==> src/rtl/strokie_alu_driver.sv <==
// strokie_alu_driver: initiator for the strokie ALU operand/result interface.
// Commands are queued in a small FIFO and issued one at a time. The ALU pins
// are registered at pop. When the ALU reports ready, or when the timeout
// expires, the result is held on a valid/ready result channel.
module strokie_alu_driver #(
  parameter int unsigned DEPTH   = 4,
  parameter int unsigned TIMEOUT = 64
) (
  input  logic        clk,
  input  logic        rst,
  input  logic        cmd_valid,
  output logic        cmd_ready,
  input  logic [31:0] cmd_a,
  input  logic [31:0] cmd_b,
  input  logic [1:0]  cmd_op,
  input  logic        cmd_mode,
  output logic        res_valid,
  input  logic        res_ready,
  output logic [31:0] res_data,
  output logic        res_err,
  output logic [31:0] alu_a,
  output logic [31:0] alu_b,
  output logic [1:0]  alu_op,
  output logic        alu_mode_fp,
  input  logic [31:0] alu_q,
  input  logic        alu_ready,
  output logic        busy
);

  localparam int unsigned AW = $clog2(DEPTH);
  localparam int unsigned CW = AW + 1;
  localparam int unsigned TW = $clog2(TIMEOUT);

  typedef enum logic [1:0] {
    S_IDLE,
    S_ISSUE,
    S_WAIT,
    S_DONE
  } state_t;

  typedef struct packed {
    logic [31:0] a;
    logic [31:0] b;
    logic [1:0]  op;
    logic        mode;
  } cmd_t;

  cmd_t            mem_q [DEPTH];
  logic [AW-1:0]   wr_ptr_q, wr_ptr_d;
  logic [AW-1:0]   rd_ptr_q, rd_ptr_d;
  logic [CW-1:0]   count_q, count_d;
  state_t          state_q, state_d;
  logic [TW-1:0]   tmo_q, tmo_d;
  logic [31:0]     alu_a_q, alu_a_d;
  logic [31:0]     alu_b_q, alu_b_d;
  logic [1:0]      alu_op_q, alu_op_d;
  logic            alu_mode_q, alu_mode_d;
  logic [31:0]     res_data_q, res_data_d;
  logic            res_err_q, res_err_d;
  logic            res_valid_q, res_valid_d;

  logic            full;
  logic            empty;
  logic            push;
  logic            pop;
  cmd_t            head;
  cmd_t            wr_cmd;

  assign full      = (count_q == CW'(DEPTH));
  assign empty     = (count_q == '0);
  assign push      = cmd_valid & ~full;
  assign pop       = (state_q == S_IDLE) & ~empty;
  assign head      = mem_q[rd_ptr_q];
  assign wr_cmd    = '{a: cmd_a, b: cmd_b, op: cmd_op, mode: cmd_mode};

  assign cmd_ready   = ~full;
  assign busy        = (state_q != S_IDLE) | ~empty;
  assign alu_a       = alu_a_q;
  assign alu_b       = alu_b_q;
  assign alu_op      = alu_op_q;
  assign alu_mode_fp = alu_mode_q;
  assign res_valid   = res_valid_q;
  assign res_data    = res_data_q;
  assign res_err     = res_err_q;

  // Command storage; contents need no reset since count gates every read.
  always_ff @(posedge clk) begin
    if (push) begin
      mem_q[wr_ptr_q] <= wr_cmd;
    end
  end

  // FIFO pointer and occupancy bookkeeping.
  always_comb begin
    wr_ptr_d = wr_ptr_q;
    rd_ptr_d = rd_ptr_q;
    count_d  = count_q;
    if (push) begin
      wr_ptr_d = wr_ptr_q + AW'(1);
    end
    if (pop) begin
      rd_ptr_d = rd_ptr_q + AW'(1);
    end
    case ({push, pop})
      2'b10:   count_d = count_q + CW'(1);
      2'b01:   count_d = count_q - CW'(1);
      default: count_d = count_q;
    endcase
  end

  // Issue/wait/return sequencing, ALU pin and result register next-state.
  always_comb begin
    state_d     = state_q;
    tmo_d       = tmo_q;
    alu_a_d     = alu_a_q;
    alu_b_d     = alu_b_q;
    alu_op_d    = alu_op_q;
    alu_mode_d  = alu_mode_q;
    res_data_d  = res_data_q;
    res_err_d   = res_err_q;
    res_valid_d = res_valid_q;
    case (state_q)
      S_IDLE: begin
        if (!empty) begin
          // fp16 operands sit in the upper half-word of the ALU inputs.
          alu_a_d    = head.mode ? head.a : {head.a[15:0], 16'h0000};
          alu_b_d    = head.mode ? head.b : {head.b[15:0], 16'h0000};
          alu_op_d   = head.op;
          alu_mode_d = head.mode;
          state_d    = S_ISSUE;
        end
      end
      S_ISSUE: begin
        tmo_d   = '0;
        state_d = S_WAIT;
      end
      S_WAIT: begin
        if (alu_ready) begin
          res_data_d  = alu_mode_q ? alu_q : {16'h0000, alu_q[31:16]};
          res_err_d   = 1'b0;
          res_valid_d = 1'b1;
          state_d     = S_DONE;
        end else if (tmo_q == TW'(TIMEOUT - 1)) begin
          res_data_d  = '0;
          res_err_d   = 1'b1;
          res_valid_d = 1'b1;
          state_d     = S_DONE;
        end else begin
          tmo_d = tmo_q + TW'(1);
        end
      end
      S_DONE: begin
        if (res_ready) begin
          res_valid_d = 1'b0;
          state_d     = S_IDLE;
        end
      end
      default: state_d = S_IDLE;
    endcase
  end

  // State, FIFO control and output registers.
  always_ff @(posedge clk or posedge rst) begin
    if (rst) begin
      wr_ptr_q    <= '0;
      rd_ptr_q    <= '0;
      count_q     <= '0;
      state_q     <= S_IDLE;
      tmo_q       <= '0;
      alu_a_q     <= '0;
      alu_b_q     <= '0;
      alu_op_q    <= '0;
      alu_mode_q  <= 1'b0;
      res_data_q  <= '0;
      res_err_q   <= 1'b0;
      res_valid_q <= 1'b0;
    end else begin
      wr_ptr_q    <= wr_ptr_d;
      rd_ptr_q    <= rd_ptr_d;
      count_q     <= count_d;
      state_q     <= state_d;
      tmo_q       <= tmo_d;
      alu_a_q     <= alu_a_d;
      alu_b_q     <= alu_b_d;
      alu_op_q    <= alu_op_d;
      alu_mode_q  <= alu_mode_d;
      res_data_q  <= res_data_d;
      res_err_q   <= res_err_d;
      res_valid_q <= res_valid_d;
    end
  end

endmodule

==> config.mk <==
export PLATFORM = sky130hd
export DESIGN_NAME = strokie_alu_driver
export DESIGN_NICKNAME = d
export VERILOG_FILES = /design/src/rtl/strokie_alu_driver.sv
export SDC_FILE = /design/constraint.sdc
export NUM_CORES = 1
export LEC_CHECK = 0
export BUFFER_PORTS_ARGS = -buffer_cell sky130_fd_sc_hd__buf_2
export CORE_UTILIZATION = 29
export DETAILED_ROUTE_END_ITERATION = 7
export PLACE_DENSITY = 0.47
export SLEW_MARGIN = 0
export SYNTH_ARGS = -nofsm -noshare
export SYNTH_HDL_FRONTEND = slang
export SYNTH_SLANG_ARGS = --single-unit
==> constraint.sdc <==
create_clock -name clk -period 8.73 [get_ports clk]
set_clock_uncertainty 0.15 [all_clocks]
set_input_delay 1.3095 -clock clk [delete_from_list [all_inputs] [get_ports clk]]
set_output_delay 1.3095 -clock clk [all_outputs]
set_load 0.01 [all_outputs]
==> results.json, run 1 <==
{
  "fin_setup_tns_ns": 0,
  "synth_top_area_share_pct": 54.2,
  "dieArea_um2": 52100,
  "core_um2": 50400,
  "grt_overflow_total": 0,
  "gp_congestion": 0.727,
  "synth_area_um2": 14900,
  "critPathLaunch": "state_q[0]",
  "rsz0062_at_grt": "no",
  "critPathLaunchType": "register",
  "grt_use_total_pct": 13.6,
  "syn_nets": 978,
  "relSlewSlack_pct": 24.6,
  "synth.area.top_cells": "edfxtp_1 54%, dfrtp_1 20%, mux4_2 10%",
  "hold_start": "alu_a[10]",
  "htreeDepth": 2,
  "postSynthCellCount": 862,
  "slew_violations": 0,
  "worst_path_max_delay_cell": "or4b_1",
  "yosysSeqAreaShare_pct": 73.7,
  "yosys.area.top_type": "edfxtp_1",
  "die_w_um": 228,
  "drc_errors": 0,
  "fin_util_pct": 35.5,
  "crit_path_cell_trace": "inv_1 -> ha_1 -> or4b_1 -> buf_2",
  "hp-class": "reg -> reg",
  "ys_types": 39,
  "period_share_pct": 39.6,
  "nFillCells": 4845,
  "cts_setup_buffers": 0,
  "finalNetCount": 1188,
  "arrival_ns": 1.99,
  "start_util_pct": 29.5,
  "grt_first_pass_wirelength_mm": 53.6,
  "leakagePower_uw": 0.00699,
  "critPathBufInv": 2,
  "max_freq_mhz": 290,
  "maxCapViolCount": 0,
  "cts_resized": 0,
  "cpPeakStageDelay_ns": 0.53,
  "ctsHoldBuffers": 0,
  "async_flop_share_pct": 30.2,
  "cp_max_fo": 4,
  "grt_pass1_vias": 8618,
  "portBuffers": 206,
  "synth_edf_count": 268,
  "yosysWarnings": 0,
  "finalWirelength_mm": 34.6,
  "syn_to_final_growth_pct": 20.5,
  "crit_required_ns": 7.27,
  "finalCriticalPeriod_ns": 3.45,
  "synth-seq-cells": 384,
  "wire_per_inst_um": 19.4,
  "drt-pass1-iter-count": 4,
  "worstMarginPinSlew_ns": 1.13,
  "r2r_start": "rd_ptr_q[0]",
  "status": "finished clean",
  "cts.clk_slew.worst_paths_ns": 0.06,
  "cts-buffers-inserted": 42,
  "critPathTopFamily": "simple AND/OR/NAND/NOR gates",
  "clkSinkCount": 384,
  "cts_tree": "done",
  "grt_max_degree": 101,
  "antenna_found_initial": 15,
  "setup_viol": 0,
  "die_h_um": 228,
  "finalHoldViolCount": 0,
  "synth.most_common_cell": "edfxtp_1",
  "p_per_area_nw_per_um2": 353,
  "rows": 82,
  "viasPerCell": 4.52,
  "worstSkewPairLatency_ns": 0.56,
  "dpl.hpwl_mm": 20.6,
  "endpoint_kind": "output port",
  "post_route_cells_drive_above_1_share_pct": 31.8,
  "via_count": 8071,
  "crit_type": "reg -> out",
  "ant_nets": 0,
  "cts-root-buf": "clkbuf_16",
  "drt_iter0_drc": 440,
  "io_pins": 207,
  "ir_drop_mv": 0.165,
  "syn_area_per_cell_um2": 17.2,
  "ys.flop_type": "edfxtp_1",
  "ys_top_cells_by_count": "268 x edfxtp_1, 116 x dfrtp_1, 111 x nand2_1, 67 x mux4_2, 51 x mux2i_1",
  "cts_buffer_depth": 3
}
## routing by layer
metal  global-route usage, %  part of all wire (%)
met1                    18.0                    45
met2                    21.3                    45
met3                    4.62                   7.4
met4                    3.38                   1.9
met5                       0                  0.21
## final cells by class
cell class | count | area, um^2 | area share [%]
well taps | 672 | 841 | 4.70
clock buffers | 61 | 1170 | 6.55
inverters | 30 | 118 | 0.657
repair buffers | 217 | 1110 | 6.22
flip-flops and latches | 384 | 11000 | 61.2
diodes | 6 | 15.0 | 0.0839
clock inverters | 17 | 98.8 | 0.552
multi-input cells | 397 | 3580 | 20.0
## registers in the layout, summed over array words and instances, names as in the netlist
name,count
alu_mode_fp,1
res_data,32
alu_a,32
wr_ptr_q,2
res_err,1
rd_ptr_q,2
alu_op,2
res_valid,1
state_q,2
tmo_q,6
mem_q,268
alu_b,32
count_q,3
## where the power goes
part           switching (uW)  total, uW  internal [uW]
logic                    1160       1980            818
registers                 226       2700           2470
clock network             709       1640            936
## tightest hold or removal path: cells and delay by family (launching register included)
kind	cells	cell delay, ns
flip-flops	1	0.34
AND/OR/NAND/NOR	2	0.09
## final timing paths
check                                     to  slack [ns]  cells after the start
worst max-delay path                    busy        5.28                      4
worst min-delay path               alu_a[10]        0.31                      2
worst max register to register     alu_b[24]        5.76                      3
worst min register to register     alu_a[10]        0.31                      2
max in group asynchronous        rd_ptr_q[1]        6.37                      3
min in group asynchronous       res_data[29]        0.69                      2
## kinds of logic after synthesis
group / after synthesis / share of synthesized area [%]
flops: 384 / 73.7
simple gates: 176 / 5.24
mux: 120 / 13.7
compound gates: 83 / 3.45
buf+inv: 81 / 2.43
fa+ha+maj: 12 / 1.06
xor+xnor: 6 / 0.354
## through the flow
step	instances	hold slack (ns)	power [uW]	worst slack (ns)	cell area, um^2
2_1_floorplan	862	0.282	4080	4.20	14900
3_3_place_gp	1700	0.295	4790	5.26	16600
6_report	1784	0.309	6320	5.28	17900
3_5_place_dp	1700	0.303	4800	5.22	16600
4_1_cts	1778	0.316	6470	5.22	17900
5_1_grt	1779	0.344	6750	5.16	17900
## cells in the final DEF, fill, tap and decap left out, drive strengths merged, types with 2 or more instances in the layout
cell type,instances
edfxtp,268
a21oi,2
mux2,2
mux4,67
and3,7
mux2i,51
dfrtp,116
nor2,2
nand2,111
xnor2,4
nand3,35
inv,33
diode,6
o21ai,52
o2bb2ai,16
a31oi,4
buf,217
ha,11
nand4,17
xor2,2
clkinv,14
clkbuf,61
No activity file was read; power rests on OpenSTA's default activity.
==> inputs of run 2 (changes only) <==
==> constraint.sdc (replaced) <==
create_clock -name clk -period 3.3 [get_ports clk]
set_clock_uncertainty 0.15 [all_clocks]
set_input_delay 0.495 -clock clk [delete_from_list [all_inputs] [get_ports clk]]
set_output_delay 0.495 -clock clk [all_outputs]
set_load 0.01 [all_outputs]
==> run 2 against run 1 <==
  * Sequential power grew to 2.6 times the previous value
  * Setup slack worse by 4.6 ns
  * Critical endpoint unchanged
  * Largest power group unchanged
  * Cell count is 4.2% higher
  * Register-to-register slack worse by 4.9 ns
==> results.json, run 2 (same netlist as run 1, synthesis figures left out) <==
{
  "cts_setup_buffers": 0,
  "hold_start": "cmd_b[29]",
  "fin_setup_tns_ns": 0,
  "wire_per_inst_um": 18.8,
  "largest_register_ffs": 268,
  "maxCapViolCount": 0,
  "start_util_pct": 29.5,
  "cts-buffers-inserted": 44,
  "cp_max_fo": 4,
  "die_w_um": 228,
  "final_common_cell": "edfxtp_1",
  "ir_drop_mv": 0.448,
  "dp_slack_ns": 0.828,
  "whs_ns": 0.0421,
  "p_per_area_nw_per_um2": 919,
  "core_um2": 50400,
  "grt_pass1_vias": 8994,
  "p_total_uw": 17300,
  "relSlewSlack_pct": 48.5,
  "arrival_ns": 1.98,
  "grt_overflow_total": 0,
  "clkSinkCount": 384,
  "finalWirelength_mm": 34.9,
  "cts-root-buf": "clkbuf_16",
  "drt_iter0_drc": 527,
  "drc_errors": 0,
  "critPathLaunch": "state_q[0]",
  "syn_to_final_growth_pct": 27.0,
  "finalNetCount": 1266,
  "status": "finished clean",
  "max_freq_mhz": 381,
  "finalHoldViolCount": 0,
  "netSwitchingFraction_pct": 32.6,
  "dpl.hpwl_mm": 21.0,
  "cts_resized": 0,
  "post_route_cells_drive_above_1_share_pct": 31.1,
  "r2r_start": "state_q[0]",
  "endpoint_kind": "output port",
  "via_count": 8415,
  "period_share_pct": 79.5,
  "io_pins": 207,
  "setup_viol": 0,
  "final_cell_mix": "268 x edfxtp_1, 206 x buf_2, 114 x dfrtp_1",
  "p_sw_uw": 5650,
  "critPathLaunchType": "register",
  "cts_tree": "done",
  "portBuffers": 206,
  "grt_use_total_pct": 13.7,
  "rsz0062_at_grt": "no",
  "grt_max_degree": 69,
  "nFillCells": 4775,
  "leakagePower_uw": 0.00741,
  "viasPerCell": 4.53,
  "crit_required_ns": 2.65,
  "slew_violations": 0,
  "power_frac_clock_pct": 27.6,
  "ant_nets": 0,
  "seqPwrFrac_pct": 40.6,
  "ctsHoldBuffers": 67,
  "cts.clk_slew.worst_paths_ns": 0.06,
  "die_h_um": 228,
  "crit_type": "reg -> out",
  "gp_congestion": 0.707,
  "worstMarginPinSlew_ns": 0.773,
  "finalCriticalPeriod_ns": 2.63,
  "top_register": "mem_q",
  "drt-pass1-iter-count": 4,
  "p_comb_share_pct": 31.8,
  "dieArea_um2": 52100,
  "cts_buffer_depth": 3,
  "antenna_found_initial": 3,
  "rows": 82,
  "grt_first_pass_wirelength_mm": 54.8,
  "p_int_uw": 11700,
  "htreeDepth": 2,
  "worstSkewPairLatency_ns": 0.56,
  "hp-class": "in -> reg",
  "final.setup.worst_slack_ns": 0.675
}
## run 2: cell types whose count changed in the layout (fill, tap and decap cells not counted), sizes merged
cell | before | now
dlygate4sd3 | 0 | 67
clkinv | 14 | 21
clkinvlp | 0 | 3
diode | 6 | 1
bufinv | 0 | 4
inv | 33 | 31
clkbuf | 61 | 53
buf | 217 | 226
## run 2: per-stage QoR
stage	util (%)	std cells	area, um^2
floorplan	-	862	14900
global placement	33.3	1709	16800
detailed placement	33.3	1709	16800
CTS	37.4	1858	18900
global route	37.4	1858	18900
finish	37.4	1859	18900
## run 2: path summary, 6_finish.rpt
kind	to	slack, ns	cells past startpoint
max reg2reg	alu_b[29]	0.90	6
min in group asynchronous	res_data[28]	0.32	3
max in group asynchronous	alu_a[9]	1.92	4
min reg2reg	alu_a[5]	0.31	2
max	busy	0.67	4
min	mem_q[3][32]	0.04	1
## run 2: final cells by class
type	count	area, um^2	share of cell area [%]
Antenna cell	1	2.50	0.0133
Clock buffer	53	1170	6.18
Clock inverter	29	245	1.30
Inverter	30	116	0.617
Multi-Input combinational cell	397	3580	19.0
Sequential cell	384	11000	58.1
Tap cell	672	841	4.46
Timing Repair Buffer	293	1950	10.3
## run 2: power groups by stage
stage	logic, uW	registers (uW)	clock network, uW
final	5520	7030	4780
after global routing	6140	7180	5110
after CTS	5720	7060	4940
after floorplan	3530	7270	0
after detailed placement	5650	7140	0
after global placement	5600	7110	0
## run 2: critical path: stages, from the launching register on
cell,delay (ns)
dfrtp_1,0.41
inv_1,0.11
ha_1,0.21
or4b_1,0.51
buf_2,0.18
## run 2: routing by layer
metal,vias to the layer above,routed length (um),global-route usage [%]
met4,6,680,4.13
met5,-,37,0
met2,222,16600,22.2
met3,50,1710,2.81
met1,4267,15800,18.5
li1,3870,-,-
==> inputs of run 3 (changes only) <==
==> constraint.sdc (replaced) <==
create_clock -name clk -period 2.44 [get_ports clk]
set_clock_uncertainty 0.15 [all_clocks]
set_input_delay 0.366 -clock clk [delete_from_list [all_inputs] [get_ports clk]]
set_output_delay 0.366 -clock clk [all_outputs]
set_load 0.01 [all_outputs]
==> run 3 against run 2 <==
  * Setup slack worse by 0.62 ns
  * Via count grew 1.7%
  * Highest routed layer unchanged
  * Routed wire length grew 1.8%
  * Cell area up 3.6%
  * Sequential cell count stayed put
  * Non-clock buffer count increased by 57
==> results.json, run 3 (same netlist as run 1, synthesis figures left out) <==
{
  "status": "finished clean",
  "die_w_um": 228,
  "crit_required_ns": 1.92,
  "drt_iter0_drc": 360,
  "wl_met1_mm": 16.0,
  "htreeDepth": 2,
  "leakagePower_uw": 0.00771,
  "diodes": 0,
  "via_count": 8554,
  "relSlewSlack_pct": 25.8,
  "final_cell_mix": "268 x edfxtp_1, 206 x buf_2, 114 x dfrtp_1",
  "viasPerCell": 4.47,
  "dp_slack_ns": 0.0790,
  "cts_buffer_depth": 3,
  "fin_util_pct": 38.8,
  "rows": 82,
  "io_pins": 207,
  "grt_first_pass_wirelength_mm": 55.7,
  "drt-pass1-iter-count": 4,
  "finalWirelength_mm": 35.5,
  "slew_violations": 0,
  "cts_tree": "done",
  "dieArea_um2": 52100,
  "crit_path_cell_trace": "inv_2 -> ha_4 -> or4b_4 -> buf_2",
  "crit_type": "reg -> out",
  "start_util_pct": 29.5,
  "clkSinkCount": 384,
  "finalCriticalPeriod_ns": 2.38,
  "grt_overflow_total": 0,
  "cts.clk_slew.worst_paths_ns": 0.05,
  "setup_viol": 0,
  "cpPeakStageDelay_ns": 0.48,
  "antenna_found_initial": 2,
  "die_h_um": 228,
  "cp_max_fo": 4,
  "cts-buffers-inserted": 44,
  "worstMarginPinSlew_ns": 1.11,
  "p_per_area_nw_per_um2": 1230,
  "ir_drop_mv": 0.759,
  "final.setup.worst_slack_ns": 0.0577,
  "worst_path_max_delay_cell": "or4b_4",
  "portBuffers": 206,
  "drc_errors": 0,
  "core_um2": 50400,
  "hp-class": "in -> reg",
  "wl_met2_mm": 17.1,
  "post_route_cells_drive_above_1_share_pct": 31.5,
  "worstSkewPairLatency_ns": 0.57,
  "finalNetCount": 1323,
  "finalHoldViolCount": 0,
  "maxCapViolCount": 0,
  "max_freq_mhz": 420,
  "top_layer": "met5",
  "endpoint_kind": "output port",
  "wire_per_inst_um": 18.6,
  "grt_use_total_pct": 13.9,
  "grt_max_degree": 101,
  "grt_pass1_vias": 9208,
  "final_common_cell": "edfxtp_1",
  "route.met3.wl_mm": 1.77,
  "dpl.hpwl_mm": 21.6,
  "top_register": "mem_q",
  "ant_nets": 0,
  "gp_congestion": 0.701,
  "cts-root-buf": "clkbuf_16",
  "period_share_pct": 97.6,
  "largest_register_ffs": 268,
  "arrival_ns": 1.87,
  "p_total_uw": 24100,
  "critPathLaunchType": "register",
  "syn_to_final_growth_pct": 31.5
}
-- run 3: stage by stage --
stage          std cells  cell area [um^2]  hold WS (ns)  setup TNS [ns]
4_1_cts             1912             19500        0.0892               0
5_1_grt             1914             19500         0.165        -0.00258
3_5_place_dp        1722             16900         0.300               0
6_report            1914             19500         0.132               0
3_3_place_gp        1722             16900         0.298               0
2_1_floorplan        862             14900         0.282               0
-- run 3: final timing paths --
kind	startpoint	endpoint	slack, ns	depth (start not counted)
worst max-delay path	state_q[0]	busy	0.06	4
worst min-delay path	cmd_valid	wr_ptr_q[0]	0.13	3
worst max register to register	count_q[0]	alu_b[31]	0.24	3
worst min register to register	alu_a[11]	alu_a[11]	0.31	2
max in group asynchronous	rst	rd_ptr_q[0]	1.20	4
min in group asynchronous	rst	res_data[27]	0.36	4
-- run 3: per-layer routing --
metal	track usage (%)	vias up
li1	-	3993
met1	18.2	4297
met2	22.9	209
met3	3.13	51
met4	4.49	4
met5	0	-
-- run 3: layout make-up --
type / instances / area, um^2
clock inverter: 19 / 260
sequential: 384 / 11000
fill: 4702 / 30800
timing repair buffer: 350 / 2510
clock buffer: 62 / 1250
tap: 672 / 841
inverter: 30 / 116
multi-input combinational: 397 / 3600
-- run 3: critical path, delay by kind of cell, from the launching register on --
| kind | cells | cell delay, ns |
|---|---|---|
| AND/OR/NAND/NOR | 1 | 0.48 |
| flip-flops | 1 | 0.42 |
| buffers and inverters | 2 | 0.27 |
| adder cells (fa/ha/maj) | 1 | 0.15 |
-- run 3: timing repair --
item	CTS	global route
endpoints found under the hold margin	417	0
hold buffers	109	0
gates resized for setup	5	0
endpoints found under the setup margin	1	1
setup buffers	0	2
-- run 3: where the power goes --
part	switching [uW]	leakage (uW)	internal, uW	total [uW]
registers	678	0.00392	8830	9500
logic	4430	0.00305	3360	7790
clock network	2620	0.000741	4210	6830
